File: config.mk
export PLATFORM = sky130hd
export DESIGN_NAME = alu_seq_hs
export DESIGN_NICKNAME = d
export VERILOG_FILES = /design/src/rtl/alu_seq_hs_pkg.sv /design/src/rtl/alu_seq_hs_mul.sv /design/src/rtl/alu_seq_hs.sv
export SDC_FILE = /design/constraint.sdc
export NUM_CORES = 1
export LEC_CHECK = 0
export CAP_MARGIN = 20
export CORE_AREA = 10 10 96 106
export CTS_CLUSTER_DIAMETER = 60
export CTS_CLUSTER_SIZE = 20
export DETAILED_ROUTE_END_ITERATION = 10
export DIE_AREA = 0 0 106 116
export DONT_BUFFER_PORTS = 1
export PLACE_DENSITY_LB_ADDON = 0.3
export SYNTH_ARGS = -nofsm -noshare
export SYNTH_HDL_FRONTEND = slang
export SYNTH_SLANG_ARGS = --single-unit
File: constraint.sdc
create_clock -name CLK -period 4.7 [get_ports CLK]
set_input_delay 0.94 -clock CLK [delete_from_list [all_inputs] [get_ports CLK]]
set_output_delay 0.94 -clock CLK [all_outputs]
set_load 0.02 [all_outputs]
File: src/rtl/alu_seq_hs_pkg.sv
// Shared opcode and state definitions for the handshaked sequential ALU.
package alu_seq_hs_pkg;

  localparam logic [2:0] OP_ADD = 3'd0;
  localparam logic [2:0] OP_SUB = 3'd1;
  localparam logic [2:0] OP_AND = 3'd2;
  localparam logic [2:0] OP_OR  = 3'd3;
  localparam logic [2:0] OP_XOR = 3'd4;
  localparam logic [2:0] OP_SHL = 3'd5;
  localparam logic [2:0] OP_SHR = 3'd6;
  localparam logic [2:0] OP_MUL = 3'd7;

  typedef enum logic [1:0] {
    S_IDLE = 2'd0,
    S_EXEC = 2'd1,
    S_DONE = 2'd2
  } state_e;

  // Only MUL takes the multi-cycle path; everything else completes on accept.
  function automatic logic op_is_mul(input logic [2:0] op);
    return (op == OP_MUL);
  endfunction

endpackage

File: src/rtl/alu_seq_hs_mul.sv
// Iterative unsigned shift-add multiplier: one partial product per cycle.
// done marks the cycle whose step completes the product; product carries
// the completed value during that cycle so the caller can register it.
module alu_seq_mul #(
  parameter int N  = 4,
  parameter int CW = $clog2(N + 1)
) (
  input  logic           CLK,
  input  logic           RST,
  input  logic           start,
  input  logic [N-1:0]   A,
  input  logic [N-1:0]   B,
  output logic           busy,
  output logic           done,
  output logic [2*N-1:0] product
);

  localparam logic [CW-1:0] LAST_STEP = CW'(N - 1);

  logic [2*N-1:0] acc_r;
  logic [2*N-1:0] addend_s;
  logic [CW-1:0]  cnt_r;
  logic           busy_r;
  logic [N-1:0]   b_shift_s;

  // Partial product for the current step: A weighted by 2^cnt when B[cnt] is set.
  always_comb begin
    b_shift_s = B >> cnt_r;
    if (b_shift_s[0]) begin
      addend_s = {{N{1'b0}}, A} << cnt_r;
    end else begin
      addend_s = {(2*N){1'b0}};
    end
  end

  assign product = acc_r + addend_s;
  assign done    = busy_r && (cnt_r == LAST_STEP);
  assign busy    = busy_r;

  // Accumulator and step counter; start clears them, each busy cycle adds one step.
  always_ff @(posedge CLK) begin
    if (RST) begin
      acc_r  <= {(2*N){1'b0}};
      cnt_r  <= {CW{1'b0}};
      busy_r <= 1'b0;
    end else if (start) begin
      acc_r  <= {(2*N){1'b0}};
      cnt_r  <= {CW{1'b0}};
      busy_r <= 1'b1;
    end else if (busy_r) begin
      acc_r  <= product;
      cnt_r  <= cnt_r + CW'(1);
      busy_r <= !done;
    end else begin
      acc_r  <= acc_r;
      cnt_r  <= cnt_r;
      busy_r <= 1'b0;
    end
  end

endmodule

File: src/rtl/alu_seq_hs.sv
// Clocked 8-op ALU with valid/ready on both sides and an iterative multiply.
module alu_seq_hs
  import alu_seq_hs_pkg::*;
#(
  parameter int N  = 4,
  parameter int CW = $clog2(N + 1)
) (
  input  logic         CLK,
  input  logic         RST,
  input  logic [N-1:0] A,
  input  logic [N-1:0] B,
  input  logic [2:0]   opcode,
  input  logic         in_valid,
  output logic         in_ready,
  output logic [N-1:0] result,
  output logic [N-1:0] result_hi,
  output logic         carry,
  output logic         ovf,
  output logic         zero,
  output logic         out_valid,
  input  logic         out_ready
);

  state_e         state_r, state_s;
  logic [N-1:0]   op_a_r, op_b_r;
  logic [2:0]     op_r;
  logic [N-1:0]   result_r, result_hi_r;
  logic           carry_r, ovf_r, zero_r;
  logic           in_ready_r, out_valid_r;
  logic           accept_s, mul_start_s, mul_capture_s;
  logic           mul_busy_s, mul_done_s;
  logic [2*N-1:0] mul_product_s;
  logic [N:0]     sum_s, dif_s;
  logic [N-1:0]   alu_lo_s;
  logic           alu_carry_s, alu_ovf_s;

  alu_seq_mul #(.N(N), .CW(CW)) u_mul (
    .CLK     (CLK),
    .RST     (RST),
    .start   (mul_start_s),
    .A       (op_a_r),
    .B       (op_b_r),
    .busy    (mul_busy_s),
    .done    (mul_done_s),
    .product (mul_product_s)
  );

  // Single-cycle datapath straight from the inputs so the result lands on the accept edge.
  always_comb begin
    sum_s       = {1'b0, A} + {1'b0, B};
    dif_s       = {1'b0, A} - {1'b0, B};
    alu_lo_s    = {N{1'b0}};
    alu_carry_s = 1'b0;
    alu_ovf_s   = 1'b0;
    case (opcode)
      OP_ADD: begin
        alu_lo_s    = sum_s[N-1:0];
        alu_carry_s = sum_s[N];
        alu_ovf_s   = (A[N-1] == B[N-1]) && (sum_s[N-1] != A[N-1]);
      end
      OP_SUB: begin
        alu_lo_s    = dif_s[N-1:0];
        alu_carry_s = dif_s[N];
        alu_ovf_s   = (A[N-1] != B[N-1]) && (dif_s[N-1] != A[N-1]);
      end
      OP_AND: alu_lo_s = A & B;
      OP_OR:  alu_lo_s = A | B;
      OP_XOR: alu_lo_s = A ^ B;
      // Shift amounts of N or more shift every bit out, giving 0.
      OP_SHL: alu_lo_s = A << B;
      OP_SHR: alu_lo_s = A >> B;
      OP_MUL: alu_lo_s = {N{1'b0}};
      default: alu_lo_s = {N{1'b0}};
    endcase
  end

  // Next-state and handshake decode for IDLE / EXEC / DONE.
  always_comb begin
    state_s       = state_r;
    accept_s      = 1'b0;
    mul_start_s   = 1'b0;
    mul_capture_s = 1'b0;
    case (state_r)
      S_IDLE: begin
        if (in_valid) begin
          accept_s = 1'b1;
          if (op_is_mul(opcode)) begin
            mul_start_s = 1'b1;
            state_s     = S_EXEC;
          end else begin
            state_s = S_DONE;
          end
        end else begin
          state_s = S_IDLE;
        end
      end
      S_EXEC: begin
        if (mul_done_s && op_is_mul(op_r)) begin
          mul_capture_s = 1'b1;
          state_s       = S_DONE;
        end else if (mul_busy_s) begin
          state_s = S_EXEC;
        end else begin
          // Multiplier idle without finishing: recover rather than hang.
          state_s = S_IDLE;
        end
      end
      S_DONE: begin
        if (out_ready) begin
          state_s = S_IDLE;
        end else begin
          state_s = S_DONE;
        end
      end
      default: state_s = S_IDLE;
    endcase
  end

  // State register plus registered handshake outputs decoded from the next state.
  always_ff @(posedge CLK) begin
    if (RST) begin
      state_r     <= S_IDLE;
      in_ready_r  <= 1'b1;
      out_valid_r <= 1'b0;
    end else begin
      state_r     <= state_s;
      in_ready_r  <= (state_s == S_IDLE);
      out_valid_r <= (state_s == S_DONE);
    end
  end

  // Operand capture and result/flag registers, held untouched while in DONE.
  always_ff @(posedge CLK) begin
    if (RST) begin
      op_a_r      <= {N{1'b0}};
      op_b_r      <= {N{1'b0}};
      op_r        <= 3'd0;
      result_r    <= {N{1'b0}};
      result_hi_r <= {N{1'b0}};
      carry_r     <= 1'b0;
      ovf_r       <= 1'b0;
      zero_r      <= 1'b0;
    end else begin
      if (accept_s) begin
        op_a_r <= A;
        op_b_r <= B;
        op_r   <= opcode;
      end
      if (accept_s && !mul_start_s) begin
        result_r    <= alu_lo_s;
        result_hi_r <= {N{1'b0}};
        carry_r     <= alu_carry_s;
        ovf_r       <= alu_ovf_s;
        zero_r      <= (alu_lo_s == {N{1'b0}});
      end else if (mul_capture_s) begin
        result_r    <= mul_product_s[N-1:0];
        result_hi_r <= mul_product_s[2*N-1:N];
        carry_r     <= 1'b0;
        ovf_r       <= 1'b0;
        zero_r      <= (mul_product_s == {(2*N){1'b0}});
      end
    end
  end

  assign in_ready  = in_ready_r;
  assign out_valid = out_valid_r;
  assign result    = result_r;
  assign result_hi = result_hi_r;
  assign carry     = carry_r;
  assign ovf       = ovf_r;
  assign zero      = zero_r;

endmodule
==> results.yml <==
run_status:
  outcome: "finished clean"
floorplan:
  dieArea_um2: 12300
  die_y_um: 116
  ios: 28
  start_util: 0.347
  core_area_um2: 7910
  dieWidth_um: 106
  rows: 34
synth:
  ys_ff_latch: 38
  yosys-top-cells-area: "dfxtp_1 (28%), ha_1 (9.6%), mux2i_1 (6.2%), a21oi_1 (5.1%), nand2_1 (4.8%)"
  synth_most_common_cell: "dfxtp_1"
  synth_area_um2: 2750
  synth_top_area_frac: 0.277
  ys.warnings.count: 0
  synth.top_cells.by_count: "dfxtp_1 (38), nand2_1 (35), nor2_1 (35)"
  avgSynthCellArea_um2: 8.17
  async_flop_share: 0
  syn-instance-count: 336
  syn_nets: 375
  synth_largest_area_cell: "dfxtp_1"
  synth-seq-area-share: 0.277
  synth_edf_count: 0
  synthDistinctLibCells: 63
  synthFlopType: "dfxtp_1"
global_routing:
  busiest_layer: "met2"
  grt_pass1_vias: 2157
  grt_use_met3: 0.0217
  grt.overflow.total: 0
  grt_use_total: 0.110
  grtUsageMet1: 0.129
  antenna_found_initial: 0
  grt_pass1_wl_mm: 11.1
  grt_util_met2: 0.195
  grt_max_degree: 26
power_and_ir_drop:
  vdd_drop_max_v: 0.000103
  p_clk_frac: 0.333
  swShare: 0.289
  power.switching_uw: 205
  pwr-share-seq: 0.500
  leakagePower_uw: 0.00110
  comb_power_share: 0.167
  power_per_cell_area_nw_per_um2: 246
  p_int_uw: 505
clocking:
  clk_pin_slew_ns: 0.08
  post_cts_resize_count: 0
  ctsHoldBuffers: 0
  cts_root_buffer: "clkbuf_8"
  clkLatencyLatePin_ns: 0.29
  clockBufferDepth: 2
  post_cts_buffers: 0
  cts_num_sinks: 38
  cts_made_buffers: 5
  htreeDepth: 2
  cts_tree: "done"
critical_path:
  crit_path_end_kind: "flip-flop"
  crit_type: "flip-flop to flip-flop"
  critPathRequiredTime_ns: 4.90
  crit_arrival_ns: 3.94
  cp_max_fo: 13
  cp-start-kind: "flip-flop"
drt:
  post_drt_wl_per_cell_um: 15.7
  drc_errors: 0
  vias_per_cell: 5.36
  ant_nets: 0
  drt_iter0_drc: 101
  detail_route.first_pass.iterations: 4
  wl_mm: 6.80
  vias: 2328
place:
  gp_congestion: 0.850
  place.detailed.hpwl_mm: 5.27
  port_buffers: 0
timing:
  max_freq_ghz: 0.267
  timing_hold_violations_final: 0
  slew_headroom: 0.474
  tns_ns: 0
  post-route-period-util: 0.796
  rsz0062_at_grt: "false"
  finalCriticalPeriod_ns: 3.74
  finClkSkew_ns: 0.00642
  setup_viol: 0
  drv_slew: 0
  tightestPinTransition_ns: 0.788
final_layout:
  post_route_cells_drive_above_1_share: 0.0828
  area_delta_synth_final_pct: 4.87
  nets: 364
  utilization: 0.364
  diodes: 0
flow_run:
  cap_violations: 0
worst_hold_path:
  min_path_type: "flip-flop to flip-flop"
-- cell usage in the layout (no fill, tap or decap), types with 3 or more instances in the layout --
cell type	Yosys	routed
nor2b_1	7	7
a211oi_1	4	4
fa_1	3	3
clkbuf_8	0	6
o211ai_1	4	4
nor3_1	10	10
a22oi_1	4	4
xor2_1	3	3
xnor2_1	5	5
ha_1	21	21
a21o_1	4	4
o21ai_1	3	3
nand2_1	35	35
dfxtp_1	38	38
a21oi_1	28	28
o21ai_0	9	9
nand3_1	6	6
nor2_1	35	35
nand4_1	3	3
inv_1	15	15
nand2b_1	8	8
inv_2	4	4
mux2i_1	17	17
or4_1	3	3
-- layer usage --
metal | up-vias | share of wire
met5 | - | 0
met4 | 0 | 0.013
met3 | 6 | 0.037
met2 | 28 | 0.51
met1 | 1116 | 0.44
li1 | 1178 | -
-- power groups by stage --
stage          clock network [uW]  logic (uW)  registers (uW)
2_1_floorplan                   0         110             356
3_3_place_gp                    0         117             363
3_5_place_dp                    0         119             363
4_1_cts                       242         119             355
5_1_grt                       256         134             357
6_report                      236         118             355
-- sequential cells by signal, summed over array words and instances (netlist names), 2 cells and up --
register	flops
op_b_r	4
u_mul.cnt_r	3
op_a_r	4
u_mul.acc_r	8
state_r	2
result_hi	4
op_r	3
result	4
-- per-stage QoR --
step           power (uW)  instance area (um^2)  hold WS, ns  cells  setup WS (ns)
6_report              709                  2880        0.450    434          0.958
5_1_grt               747                  2880        0.478    434          0.696
4_1_cts               717                  2880        0.451    434          0.946
3_5_place_dp          482                  2790        0.441    426          0.984
3_3_place_gp          480                  2790        0.434    426           1.10
2_1_floorplan         466                  2750        0.432    336           1.35
-- logic make-up after synthesis --
kind of cell | Yosys count | share of synthesized area
flip-flops | 38 | 0.277
AND/OR/NAND/NOR | 122 | 0.221
adder cells (fa/ha/maj) | 24 | 0.118
buffers and inverters | 39 | 0.0665
XOR/XNOR | 8 | 0.0255
AO/OA/AOI/OAI | 85 | 0.212
multiplexers | 20 | 0.0797
-- cell type report --
type | count | area [um^2]
Clock buffer | 6 | 82.6
Clock inverter | 2 | 12.5
Fill cell | 856 | 5030
Inverter | 19 | 71.3
Multi-Input combinational cell | 259 | 1800
Sequential cell | 38 | 761
Tap cell | 108 | 135
Timing Repair Buffer | 2 | 15.0
-- worst max-delay path: stages (launching register included) --
cell      delay [ns]
dfxtp_1         0.65
mux4_2          0.32
nand2_1         0.13
nor4b_1         0.33
ha_1            0.24
inv_1           0.06
fa_1            0.39
nand2b_1        0.16
a21oi_1         0.20
a21o_1          0.15
a21oi_1         0.07
xnor2_1         0.16
or4_1           0.54
a311oi_2        0.26
-- final timing paths --
path	startpoint	end	slack [ns]	cells after the start
min reg2reg	op_b_r[3]	op_b_r[3]	0.45	2
max	u_mul.cnt_r[0]	zero	0.96	13
min	op_b_r[3]	op_b_r[3]	0.45	2
max reg2reg	u_mul.cnt_r[0]	zero	0.96	13
Power figures use the tool's default switching activity.
